[src/rtl/lanectrl_pause_sync_multi.sv]
// Multi-lane HS_IO_CLK_PAUSE synchroniser with per-lane minimum pause width,
// post-pause low holdoff and optional falling-edge output retiming.
module lanectrl_pause_sync_multi #(
  parameter int unsigned NUM_LANES        = 4,
  parameter int unsigned SYNC_STAGES      = 2,
  parameter int unsigned MIN_PAUSE_CYCLES = 2,
  parameter int unsigned HOLDOFF_CYCLES   = 2,
  parameter bit          FALL_OUTPUT      = 1'b0
) (
  input  logic                 CLK,
  input  logic                 RESET,
  input  logic [NUM_LANES-1:0] HS_IO_CLK_PAUSE,
  input  logic [NUM_LANES-1:0] LANE_EN,
  output logic [NUM_LANES-1:0] HS_IO_CLK_PAUSE_SYNC,
  output logic [NUM_LANES-1:0] STRETCH_EVT,
  output logic                 PAUSE_ANY
);

  localparam int unsigned CNT_W = 4;
  localparam logic [CNT_W-1:0] MIN_C  = CNT_W'(MIN_PAUSE_CYCLES);
  localparam logic [CNT_W-1:0] HOLD_C = CNT_W'(HOLDOFF_CYCLES);
  localparam logic [CNT_W-1:0] CNT_MAX = '1;

  typedef enum logic [1:0] {
    ST_IDLE   = 2'd0,
    ST_ASSERT = 2'd1,
    ST_HOLD   = 2'd2
  } state_t;

  logic [NUM_LANES-1:0] r_sync [SYNC_STAGES];
  logic [NUM_LANES-1:0] w_s;
  logic [NUM_LANES-1:0] r_pause_q;
  logic [NUM_LANES-1:0] r_stretch_evt;
  logic [NUM_LANES-1:0] w_pause_sync;

  // Per-lane synchroniser chain, all lanes in parallel
  always_ff @(posedge CLK or posedge RESET) begin
    if (RESET) begin
      for (int k = 0; k < int'(SYNC_STAGES); k++) r_sync[k] <= '0;
    end else begin
      r_sync[0] <= HS_IO_CLK_PAUSE;
      for (int k = 1; k < int'(SYNC_STAGES); k++) r_sync[k] <= r_sync[k-1];
    end
  end

  assign w_s = r_sync[SYNC_STAGES-1];

  for (genvar i = 0; i < int'(NUM_LANES); i++) begin : g_lane
    state_t           r_state;
    logic [CNT_W-1:0] r_cnt;
    logic [CNT_W-1:0] r_hcnt;
    logic             r_stretch;

    // cnt counts completed high output cycles; hcnt counts remaining forced-low cycles
    always_ff @(posedge CLK or posedge RESET) begin
      if (RESET) begin
        r_state          <= ST_IDLE;
        r_cnt            <= '0;
        r_hcnt           <= '0;
        r_stretch        <= 1'b0;
        r_pause_q[i]     <= 1'b0;
        r_stretch_evt[i] <= 1'b0;
      end else begin
        r_stretch_evt[i] <= 1'b0;
        case (r_state)
          ST_IDLE: begin
            if (w_s[i] && LANE_EN[i]) begin
              r_state      <= ST_ASSERT;
              r_pause_q[i] <= 1'b1;
              r_cnt        <= CNT_W'(1);
              r_stretch    <= 1'b0;
            end
          end
          ST_ASSERT: begin
            if (!w_s[i] && (r_cnt >= MIN_C)) begin
              r_pause_q[i]     <= 1'b0;
              r_stretch_evt[i] <= r_stretch;
              if (HOLDOFF_CYCLES == 0) begin
                r_state <= ST_IDLE;
              end else begin
                r_state <= ST_HOLD;
                r_hcnt  <= HOLD_C;
              end
            end else begin
              if (!w_s[i] && (r_cnt < MIN_C)) r_stretch <= 1'b1;
              if (r_cnt != CNT_MAX) r_cnt <= r_cnt + CNT_W'(1);
            end
          end
          ST_HOLD: begin
            r_hcnt <= r_hcnt - CNT_W'(1);
            if (r_hcnt <= CNT_W'(1)) begin
              if (w_s[i] && LANE_EN[i]) begin
                r_state      <= ST_ASSERT;
                r_pause_q[i] <= 1'b1;
                r_cnt        <= CNT_W'(1);
                r_stretch    <= 1'b0;
              end else begin
                r_state <= ST_IDLE;
              end
            end
          end
          default: begin
            r_state      <= ST_IDLE;
            r_pause_q[i] <= 1'b0;
          end
        endcase
      end
    end
  end

  if (FALL_OUTPUT) begin : g_fall
    logic [NUM_LANES-1:0] r_fall;
    // Half-cycle retime of the shaped pause onto the falling edge
    always_ff @(negedge CLK or posedge RESET) begin
      if (RESET) r_fall <= '0;
      else       r_fall <= r_pause_q;
    end
    assign w_pause_sync = r_fall;
  end else begin : g_rise
    assign w_pause_sync = r_pause_q;
  end

  assign HS_IO_CLK_PAUSE_SYNC = w_pause_sync;
  assign STRETCH_EVT          = r_stretch_evt;
  assign PAUSE_ANY            = |w_pause_sync;

endmodule

[config.mk]
export PLATFORM = sky130hd
export DESIGN_NAME = lanectrl_pause_sync_multi
export DESIGN_NICKNAME = d
export VERILOG_FILES = /design/src/rtl/lanectrl_pause_sync_multi.sv
export SDC_FILE = /design/constraint.sdc
export NUM_CORES = 1
export LEC_CHECK = 0
export CORE_UTILIZATION = 50
export DETAILED_ROUTE_END_ITERATION = 10
export PLACE_DENSITY = 0.69
export SYNTH_ARGS = -nofsm -noshare
export SYNTH_HDL_FRONTEND = slang
export SYNTH_SLANG_ARGS = --single-unit
[constraint.sdc]
create_clock -name CLK -period 3.1 [get_ports CLK]
set_clock_uncertainty 0.15 [all_clocks]
set_input_delay 0.31 -clock CLK [delete_from_list [all_inputs] [get_ports CLK]]
set_output_delay 0.31 -clock CLK [all_outputs]
set_load 0.1 [all_outputs]
After elaboration in Yosys (flattened, before gate mapping)
Cells that the tools add are included.
{"block": "op_classes", "add_sub_neg": 8, "magnitude_cmp": 12, "n_eq_ne": 36, "mux": 92, "reduce_logical": 49}
{"cell": "2-to-1 mux 4 bit", "n": 20}
{"cell": "inequality test 2 bit (second input constant)", "n": 24}
{"cell": "case mux 4 bit (3 select lines)", "n": 4}
{"cell": "2-to-1 mux 1 bit", "n": 40}
{"cell": "case mux 4 bit (2 select lines)", "n": 4}
{"cell": "AND reduction 4 bit", "n": 8}
{"cell": "2-to-1 mux 2 bit", "n": 12}
{"cell": "case mux 1 bit (3 select lines)", "n": 8}
{"cell": "case mux 2 bit (3 select lines)", "n": 4}
{"cell": "adder 4 x 1 -> 4 bit (second input constant)", "n": 4}
{"cell": ">= comparator 4 x 2 -> 1 bit (second input constant)", "n": 4}
{"cell": "<= comparator 4 x 1 -> 1 bit (second input constant)", "n": 4}
{"cell": "< comparator 4 x 2 -> 1 bit (second input constant)", "n": 4}
{"cell": "inequality test 4 bit (second input constant)", "n": 4}
{"cell": "AND reduction 2 bit", "n": 8}
{"cell": "subtractor 4 x 1 -> 4 bit (second input constant)", "n": 4}
{"cell": "logical AND 1 bit", "n": 12}
{"cell": "AND reduction 3 bit", "n": 4}
{"cell": "nonzero test 3 bit", "n": 4}
{"cell": "equality test 2 x 1 -> 1 bit (second input constant)", "n": 4}
{"cell": "equality test 2 bit (second input constant)", "n": 4}
{"cell": "zero test 2 bit", "n": 4}
{"cell": "nonzero test 2 bit", "n": 4}
{"cell": "zero test 1 bit", "n": 4}
{"cell": "OR reduction 4 bit", "n": 1}
{"block": "totals", "regBits": 60}

Longest topological paths before layout
Gate-level depths: netlist of the first run.
{"block": "logic_depth", "depth_word": 5, "depth_mapped": 7}

Worst setup path before layout of the first run
OpenSTA, ideal clock, no wires.
{"block": "synth_timing", "path_type": "reg-to-output", "from": "register r_pause_q[3], in the netlist HS_IO_CLK_PAUSE_SYNC[3]", "to": "output PAUSE_ANY", "arrival_time_ps": 1815, "path_slack_ps": 825, "path_stages_with_launch": 2, "n_path_buf": 0, "cell_sequence": "dfrtp_1 or4_1"}
{"block": "synth_between", "elab_chain_len": 1}
{"item": "from (decl)", "line": "32", "rtl": "logic [NUM_LANES-1:0] r_pause_q;"}
{"item": "from (signal, indexed assignment)", "line": "61", "rtl": "r_pause_q[i] <= 1'b0;"}
{"item": "from (signal, indexed assignment)", "line": "69", "rtl": "r_pause_q[i] <= 1'b1;"}
{"item": "from (signal, indexed assignment)", "line": "76", "rtl": "r_pause_q[i] <= 1'b0;"}
{"item": "OR reduction 4 bit", "line": "125", "rtl": "assign PAUSE_ANY = |w_pause_sync;"}
{"item": "to (decl)", "line": "16", "rtl": "output logic PAUSE_ANY"}
No other way between the ends.

Worst setup path in the final report of the first run
{"block": "layout_timing", "from": "register g_lane[3].r_cnt[0]", "to": "register g_lane[3].r_stretch"}
{"block": "layout_between", "elab_chain_len": 4}
{"item": "from (decl)", "line": "50", "rtl": "logic [CNT_W-1:0] r_cnt;"}
{"item": "from (signal assigned)", "line": "86", "rtl": "if (r_cnt != CNT_MAX) r_cnt <= r_cnt + CNT_W'(1);"}
{"item": "< comparator 4 x 2 -> 1 bit / >= comparator 4 x 2 -> 1 bit (equally long branches)", "line": "85, 75"}
{"item": "logical AND 1 bit (on tied branches)", "line": "85, 75"}
{"item": "inequality test 2 bit (no source line)"}
{"item": "AND reduction 4 bit (no source line) *"}
{"item": "to (signal assigned)", "line": "71", "rtl": "r_stretch <= 1'b0;"}
{"item": "to (signal assigned)", "line": "85", "rtl": "if (!w_s[i] && (r_cnt < MIN_C)) r_stretch <= 1'b1;"}
{"item": "to (signal assigned)", "line": "96", "rtl": "r_stretch <= 1'b0;"}
{"item": "to (decl)", "line": "52", "rtl": "logic r_stretch;"}
Mark *: on every way between the ends. The rest lies on a longest branch, timed or not.
A chain may end at the register's enable or synchronous reset.

==> impl_metrics.csv, run 1 <==
group,metric,value,unit
worst_hold_path,worstHoldPathType,"reg -> reg",
worst_setup_path,cp-end-kind,"flip-flop",
place,dp_cells,393,
drt,routedWlPerCell,13.2,um
worst_setup_path,r2r-start,"g_lane[3].r_cnt[0]",
sta,worst_pin_slew,0.639,ns
sta,period_needed,2.18,ns
sta,setup_viol,0,
finish,final_area,3410,sq um
finish,diodes,0,
place,place_congestion,0.847,
sta,fmax,0.459,GHz
synthesis,yosysUniqueCellTypes,47,
worst_setup_path,cp_max_fo,5,
finish,final_cells,408,
drt,drc,0,
synthesis,synth_enable_flop_cells,0,
clock_tree,numCtsBuffers,9,
synthesis,synth-seq-cells,60,
sta,slew_violations,0,
floorplan,core,5640,sq um
drt,drtPass1Iterations,5,
floorplan,die_area,6280,sq um
drt,finalWirelength,5.37,mm
synthesis,synthesis.area,2980,sq um
global_route,grt_overflow,0,
clock_tree,clock-root-buffer,"clkbuf_8",
pwr,power_density,999,nW/um^2
drt,antenna_left,0,
synthesis,syn-num-nets,331,
clock_tree,cts_buffer_depth,2,
clock_tree,cts_setup_buffers,0,
run,cap_violations,0,
place,place_area,3230,sq um
synthesis,yosysTopAreaCellShare,0.504,
sta,post-route-period-util,0.703,
finish,drive_gt1_frac,0.101,
pwr,peakVddDrop,443,uV
worst_setup_path,path_class,"reg -> reg",
synthesis,synth_top_cells_by_area,"dfrtp_1, ha_1, nand2_1",
global_route,grtUsageTotal,0.205,
worst_setup_path,cp-start-kind,"flip-flop",
drt,num_vias,2247,
worst_hold_path,hold_depth,0,
global_route,grt_start_max_net_pins,34,
outcome,outcome,"finished, final reports clean",
synthesis,avgSynthCellArea,9.78,sq um
synthesis,yosys_most_used_dff,"dfrtp_1",
global_route,antenna_found_initial,0,
floorplan,pin_count,19,
worst_setup_path,worst_ep_required_time,3.17,ns
drt,drt_iter0_drc,104,
clock_tree,cts.htree.levels,3,
sta,fin_hold_ws,0.194,ns
synthesis,async_flop_share,1.00,
synthesis,yosys.area.top_type,"dfrtp_1",
synthesis,ys_warn_count,0,
worst_hold_path,worstHoldStart,"r_sync[5]",
place,numPortBuffers,18,
clock_tree,cts_tree,"built",
finish,syn2layout_area_growth,14.5,%
place,place_hpwl,3.70,mm
floorplan,rows,27,
worst_setup_path,r2r_slack,0.92,ns
clock_tree,cts_resized,0,
sta,finalHoldViolCount,0,
clock_tree,insertion_delay,0.34,ns
pwr,p_leak,1.61,nW
synthesis,syn-instance-count,305,
floorplan,start_util,0.528,
synthesis,ys_seq_area_frac,0.504,
clock_tree,postCtsHoldBufs,0,
sta,relSlewSlack,0.574,
worst_hold_path,min_to,"w_s[1]",
worst_setup_path,r2r_cells,7,
finish,fillers,477,
floorplan,die_width,79.2,um
global_route,grt_pass1_vias,2135,
floorplan,die_h,79.2,um
sta,rsz0062_at_grt,"false",
finish,final_nets,358,
sta,tns,0,ns
worst_setup_path,cp.arrival,2.25,ns
drt,viasPerCell,5.51,
clock_tree,clk_pin_slew,0.07,ns
worst_setup_path,rr_endpoint,"g_lane[3].r_stretch",
global_route,grt_pass1_wl,9.67,mm
clock_tree,cts.sinks,60,
==> state kept, by name (all words and copies together) (netlist names) <==
signal / cells
HS_IO_CLK_PAUSE_SYNC: 4
STRETCH_EVT: 4
g_lane.r_cnt: 16
g_lane.r_hcnt: 16
g_lane.r_state: 8
g_lane.r_stretch: 4
r_sync: 4
w_s: 4
==> cell type report <==
class	count	area, sq um	share of cell area
Clock inverter	1	5.00	0.00147
Sequential cell	60	1500	0.440
Inverter	16	60.1	0.0176
Clock buffer	14	183	0.0535
Tap cell	72	90.1	0.0264
Multi-Input combinational cell	225	1390	0.407
Timing Repair Buffer	20	185	0.0542
==> worst max-delay path by stage <==
stage	cells after the start	slack [ns]	end	startpoint
floorplan	1	0.82	PAUSE_ANY	HS_IO_CLK_PAUSE_SYNC[3]
global placement	6	0.96	g_lane[1].r_cnt[1]	g_lane[1].r_hcnt[0]
detailed placement	6	0.96	g_lane[1].r_cnt[1]	g_lane[1].r_hcnt[0]
CTS	7	0.95	g_lane[3].r_stretch	g_lane[3].r_cnt[0]
global route	7	0.79	g_lane[3].r_stretch	g_lane[3].r_cnt[0]
finish	7	0.92	g_lane[3].r_stretch	g_lane[3].r_cnt[0]
==> critical path, stage by stage (launching register included) <==
cell and delay, ns:
dfrtp_1 0.41, inv_1 0.06, ha_1 0.21, nor4_1 0.53, nor2_1 0.19, o21ai_0 0.25
nand3_1 0.12, o2bb2ai_1 0.15
==> metrics by stage <==
stage / util / total power, mW / worst slack (ns)
floorplan: - / 2.46 / 0.825
CTS: 0.605 / 3.44 / 0.952
finish: 0.605 / 3.41 / 0.922
global route: 0.605 / 3.73 / 0.789
global placement: 0.572 / 2.72 / 0.956
detailed placement: 0.572 / 2.76 / 0.956
==> cells in the mapped netlist (6+ instances only) <==
cell and count:
dfrtp_1 60, nand2_1 44, o21ai_0 28, nor2_1 27
ha_1 16, inv_1 16, nand3_1 15, nor3_1 10
a21oi_1 9, nand2b_1 6
==> metal layers <==
metal / vias to the layer above / global-route usage / part of all wire
met4: 0 / 0.0764 / 0.017
met1: 1075 / 0.269 / 0.47
met3: 11 / 0.0713 / 0.041
li1: 1124 / - / -
met5: - / 0 / 0
met2: 37 / 0.311 / 0.47
==> kinds of logic after synthesis <==
logic type / after synthesis / share of synthesized area
AOI/OAI and AO/OA: 67 / 0.148
DFF: 60 / 0.504
xor gates and xnor gates: 6 / 0.0176
buffers and inverters: 20 / 0.0302
muxes: 7 / 0.0248
and+or+nand+nor: 129 / 0.209
adders and majority gates: 16 / 0.0671
==> power by group <==
part	internal [mW]	switching [mW]
clock	0.372	0.287
sequential	1.05	0.319
combinational	0.530	0.851
==> cell usage in the layout, fill, tap and decap left out, types with 3 or more instances in the layout <==
master / instances
dfrtp_1: 60
nand2_1: 44
o21ai_0: 28
nor2_1: 27
ha_1: 16
nand3_1: 15
inv_1: 15
clkbuf_8: 13
nor3_1: 10
buf_4: 10
a21oi_1: 9
clkdlybuf4s50_1: 9
nand2b_1: 6
nor4_1: 5
nor2b_1: 5
and3_1: 5
o211ai_1: 4
o31ai_1: 4
o2bb2ai_1: 4
xor2_1: 4
mux2i_1: 4
a31oi_1: 3
Power figures use the tool's default switching activity.
==> run 2: changes to the inputs <==
- clock period: 3.1 -> 2.3 ns (I/O delays scaled with it)
==> impl_metrics.csv, run 2 (synthesis results as in run 1) <==
group,metric,value,unit
outcome,outcome,"finished, final reports clean",
drt,num_vias,2220,
sta,slew_violations,0,
floorplan,die_h,79.2,um
drt,routedWlPerCell,12.6,um
worst_setup_path,worst_ep_required_time,2.36,ns
place,place_congestion,0.862,
clock_tree,cts.sinks,60,
worst_setup_path,critical-path-max-stage-delay,0.38,ns
worst_setup_path,path_class,"reg -> reg",
global_route,antenna_found_initial,0,
global_route,grt_start_max_net_pins,61,
finish,final_nets,363,
sta,setup_viol,0,
sta,relSlewSlack,0.650,
clock_tree,insertion_delay,0.33,ns
clock_tree,cts_setup_buffers,0,
clock_tree,clk_pin_slew,0.07,ns
finish,final_cell_mix,"dfrtp_1, nand2_1, o21ai_0, nor2_1, ha_1",
pwr,p_leak,1.62,nW
finish,drive_gt1_frac,0.114,
clock_tree,clock-root-buffer,"clkbuf_8",
sta,finalHoldViolCount,0,
drt,finalWirelength,5.22,mm
finish,final_common_cell,"dfrtp_1",
sta,worst_pin_slew,0.520,ns
sta,post-route-period-util,0.908,
drt,drt_iter0_drc,77,
sta,rsz0062_at_grt,"false",
worst_setup_path,critPathSlowestCell,"dfrtp_1",
worst_setup_path,cp_max_fo,6,
finish,diodes,0,
sta,tns,0,ns
finish,syn2layout_area_growth,15.4,%
global_route,grt_overflow,0,
place,place_hpwl,3.68,mm
floorplan,pin_count,19,
sta,fmax,0.479,GHz
global_route,grt_pass1_vias,2191,
place,numPortBuffers,18,
finish,top_regs,"g_lane.r_cnt x16, g_lane.r_hcnt x16, g_lane.r_state x8",
drt,viasPerCell,5.38,
floorplan,die_area,6280,sq um
global_route,grtUsageTotal,0.191,
floorplan,core,5640,sq um
worst_hold_path,worstHoldPathType,"in -> async",
clock_tree,cts_buffer_depth,2,
clock_tree,cts.htree.levels,3,
worst_setup_path,crit_path_cell_trace,"inv_1 -> ha_1 -> nor2_1 -> o31a_1 -> o31ai_4 -> nand2_2 -> mux2_1",
worst_setup_path,critPathTopFamily,"compound AO/OA/AOI/OAI gates",
worst_setup_path,crit_buf_inv,1,
worst_setup_path,cp.arrival,2.15,ns
drt,drc,0,
pwr,power_density,1330,nW/um^2
run,cap_violations,0,
drt,antenna_left,0,
pwr,peakVddDrop,615,uV
global_route,grt_pass1_wl,9.29,mm
clock_tree,cts_tree,"built",
worst_setup_path,cp-start-kind,"flip-flop",
sta,period_needed,2.09,ns
clock_tree,numCtsBuffers,9,
floorplan,die_width,79.2,um
floorplan,start_util,0.528,
floorplan,rows,27,
sta,fin_hold_ws,0.127,ns
worst_setup_path,cp-end-kind,"flip-flop",
drt,drtPass1Iterations,4,
-- run 2: stage by stage --
stage          power, mW  instances  cell area (sq um)  setup WS (ns)  utilization
2_1_floorplan       3.31        305               2980          0.105            -
4_1_cts             4.62        413               3430          0.177        0.609
3_3_place_gp        3.73        398               3260          0.262        0.579
6_report            4.58        413               3440          0.212        0.610
3_5_place_dp        3.78        398               3260          0.197        0.579
5_1_grt             4.97        413               3440         0.0887        0.610
-- run 2: layout make-up --
class	instances	area (sq um)
well taps	72	90.1
inverters	16	60.1
clock buffers	13	159
flip-flops and latches	60	1500
clock inverters	2	10.0
repair buffers	25	223
fillers	483	2200
multi-input cells	225	1400
-- run 2: repair_timing --
item,CTS,global route
endpoints found under the setup margin,0,1
hold buffers,0,0
gates resized for setup,0,1
-- run 2: layer usage --
metal  global-route usage  part of all wire  routed length [um]
met1                0.242              0.50                2580
met2                0.309              0.46                2420
met3               0.0529             0.028                 148
met4               0.0709             0.011                  59
met5                    0                 0                   0
-- run 2: worst paths after layout --
kind                                           from                      end  slack, ns  depth (start not counted)
min in group CLK                 HS_IO_CLK_PAUSE[2]                r_sync[6]       0.19                          1
worst max register to register  g_lane[0].r_hcnt[1]       g_lane[0].r_cnt[0]       0.21                          7
max in group asynchronous                     RESET       g_lane[0].r_cnt[2]       1.61                          3
worst min register to register            r_sync[4]                   w_s[0]       0.20                          0
worst min-delay path                          RESET  HS_IO_CLK_PAUSE_SYNC[1]       0.13                          3
worst max-delay path            g_lane[0].r_hcnt[1]       g_lane[0].r_cnt[0]       0.21                          7
-- run 2: where the power goes --
part / leakage, nW / internal (mW) / switching, mW
clock network: 0.0893 / 0.441 / 0.376
logic: 0.783 / 0.761 / 1.15
registers: 0.752 / 1.42 / 0.424
-- run 2: worst register-to-register path: stages (launching register included) --
cell and delay [ns]:
dfrtp_1 0.38, inv_1 0.10, ha_1 0.20, nor2_1 0.06, o31a_1 0.31, o31ai_4 0.35
nand2_2 0.10, mux2_1 0.32
==> run 3: changes to the inputs <==
--- a/config.mk
+++ b/config.mk
@@ -6,4 +6,5 @@
 export NUM_CORES = 1
 export LEC_CHECK = 0
+export ABC_CLOCK_PERIOD_IN_PS = 2300
 export CORE_UTILIZATION = 50
 export DETAILED_ROUTE_END_ITERATION = 10
==> constraint.sdc (replaced) <==
create_clock -name CLK -period 2.3 [get_ports CLK]
set_clock_uncertainty 0.15 [all_clocks]
set_input_delay 0.345 -clock CLK [delete_from_list [all_inputs] [get_ports CLK]]
set_output_delay 0.345 -clock CLK [all_outputs]
set_load 0.1 [all_outputs]
==> impl_metrics.csv, run 3 (synthesis results as in run 1) <==
group,metric,value,unit
sta,finalHoldViolCount,0,
worst_setup_path,cp_max_fo,5,
drt,routedWlPerCell,13.1,um
clock_tree,cts_tree,"built",
place,place_congestion,0.789,
drt,drt_iter0_drc,115,
sta,worst_slack,0.199,ns
drt,antenna_left,0,
pwr,p_leak,1.64,nW
floorplan,core,5640,sq um
place,dp_cells,399,
sta,setup_viol,0,
pwr,peakVddDrop,611,uV
drt,drc,0,
finish,drive_gt1_frac,0.117,
global_route,grt_pass1_wl,9.49,mm
worst_setup_path,cp.arrival,2.17,ns
sta,post-route-period-util,0.914,
sta,rsz0062_at_grt,"false",
worst_setup_path,critPathSlowestCell,"nor4_1",
finish,register_area,1500,sq um
floorplan,die_h,79.2,um
finish,diodes,0,
finish,fillers,456,
place,place_hpwl,3.87,mm
clock_tree,cts_buffer_depth,2,
worst_hold_path,worstHoldPathType,"in -> async",
pwr,power_density,1320,nW/um^2
floorplan,rows,27,
clock_tree,clock-root-buffer,"clkbuf_8",
worst_setup_path,crit_path_cell_trace,"inv_1 -> ha_1 -> nor4_1 -> o2bb2ai_1 -> o21ai_0 -> a22o_1",
finish,top_regs,"g_lane.r_cnt x16, g_lane.r_hcnt x16, g_lane.r_state x8",
sta,worst_pin_slew,0.519,ns
worst_setup_path,path_class,"reg -> reg",
pwr,power,4.60,mW
sta,tns,0,ns
drt,finalWirelength,5.41,mm
global_route,grt_start_max_net_pins,30,
clock_tree,cts.sinks,60,
worst_setup_path,cp-start-kind,"flip-flop",
place,numPortBuffers,18,
clock_tree,postCtsHoldBufs,0,
global_route,grtUsageTotal,0.199,
finish,final_cell_mix,"dfrtp_1, nand2_1, o21ai_0, nor2_1, ha_1",
sta,relSlewSlack,0.651,
sta,period_needed,2.10,ns
global_route,antenna_found_initial,0,
finish,final_core_util,0.615,
clock_tree,cts.htree.levels,3,
finish,multi_input_comb_area,1390,sq um
clock_tree,numCtsBuffers,9,
run,cap_violations,0,
global_route,grt_overflow,0,
floorplan,start_util,0.528,
clock_tree,cts_resized,0,
clock_tree,insertion_delay,0.33,ns
sta,fmax,0.476,GHz
worst_setup_path,worst_ep_required_time,2.37,ns
worst_setup_path,critical-path-max-stage-delay,0.49,ns
floorplan,die_width,79.2,um
drt,drtPass1Iterations,4,
worst_setup_path,cp-end-kind,"flip-flop",
finish,final_cells,414,
finish,final_area,3470,sq um
finish,final_nets,364,
sta,fin_hold_ws,0.160,ns
place,place_area,3300,sq um
drt,viasPerCell,5.56,
clock_tree,cts_setup_buffers,0,
outcome,outcome,"finished, final reports clean",
sta,slew_violations,0,
global_route,grt_pass1_vias,2177,
floorplan,pin_count,19,
finish,syn2layout_area_growth,16.4,%
clock_tree,clk_pin_slew,0.07,ns
drt,num_vias,2301,
place,pre_cts_ws,0.210,ns
floorplan,die_area,6280,sq um
finish,final_common_cell,"dfrtp_1",
[run 3: changes by cell type in the layout (fill, tap and decap cells not counted), sizes merged]
cell	previous run	this run
buf	16	17
[run 3: power by group]
group          leakage, nW  internal [mW]  switching, mW
sequential           0.752           1.42          0.431
combinational        0.799          0.765           1.16
clock               0.0893          0.441          0.386
total                 1.64           2.62           1.97
[run 3: worst paths after layout]
| check | startpoint | end | slack, ns | cells after the start |
|---|---|---|---|---|
| worst min-delay path | RESET | STRETCH_EVT[1] | 0.16 | 2 |
| min in group CLK | r_sync[5] | w_s[1] | 0.20 | 0 |
| worst max-delay path | g_lane[3].r_cnt[0] | g_lane[3].r_cnt[2] | 0.20 | 6 |
| max in group asynchronous | RESET | g_lane[1].r_hcnt[0] | 1.36 | 3 |
| worst min register to register | r_sync[5] | w_s[1] | 0.20 | 0 |
| worst max register to register | g_lane[3].r_cnt[0] | g_lane[3].r_cnt[2] | 0.20 | 6 |
[run 3: worst max-delay path: cells and delay by family (launching register included)]
family	cells	cell delay (ns)
and+or+nand+nor	1	0.49
DFF	1	0.41
adders and majority gates	1	0.21
AOI/OAI and AO/OA	3	0.65
buffers and inverters	1	0.07
[run 3: layer usage]
metal | wire length [um] | vias to the layer above | track usage
met1 | 2630 | 1111 | 0.250
met3 | 180 | 8 | 0.0552
li1 | - | 1142 | -
met5 | 0 | - | 0
met4 | 87 | 0 | 0.109
met2 | 2510 | 40 | 0.309
[run 3: area by class of cell]
type / instances / area share
sequential: 60 / 0.433
multi-input combinational: 225 / 0.402
timing repair buffer: 26 / 0.0736
clock buffer: 13 / 0.0458
tap: 72 / 0.0260
inverter: 16 / 0.0173
clock inverter: 2 / 0.00288
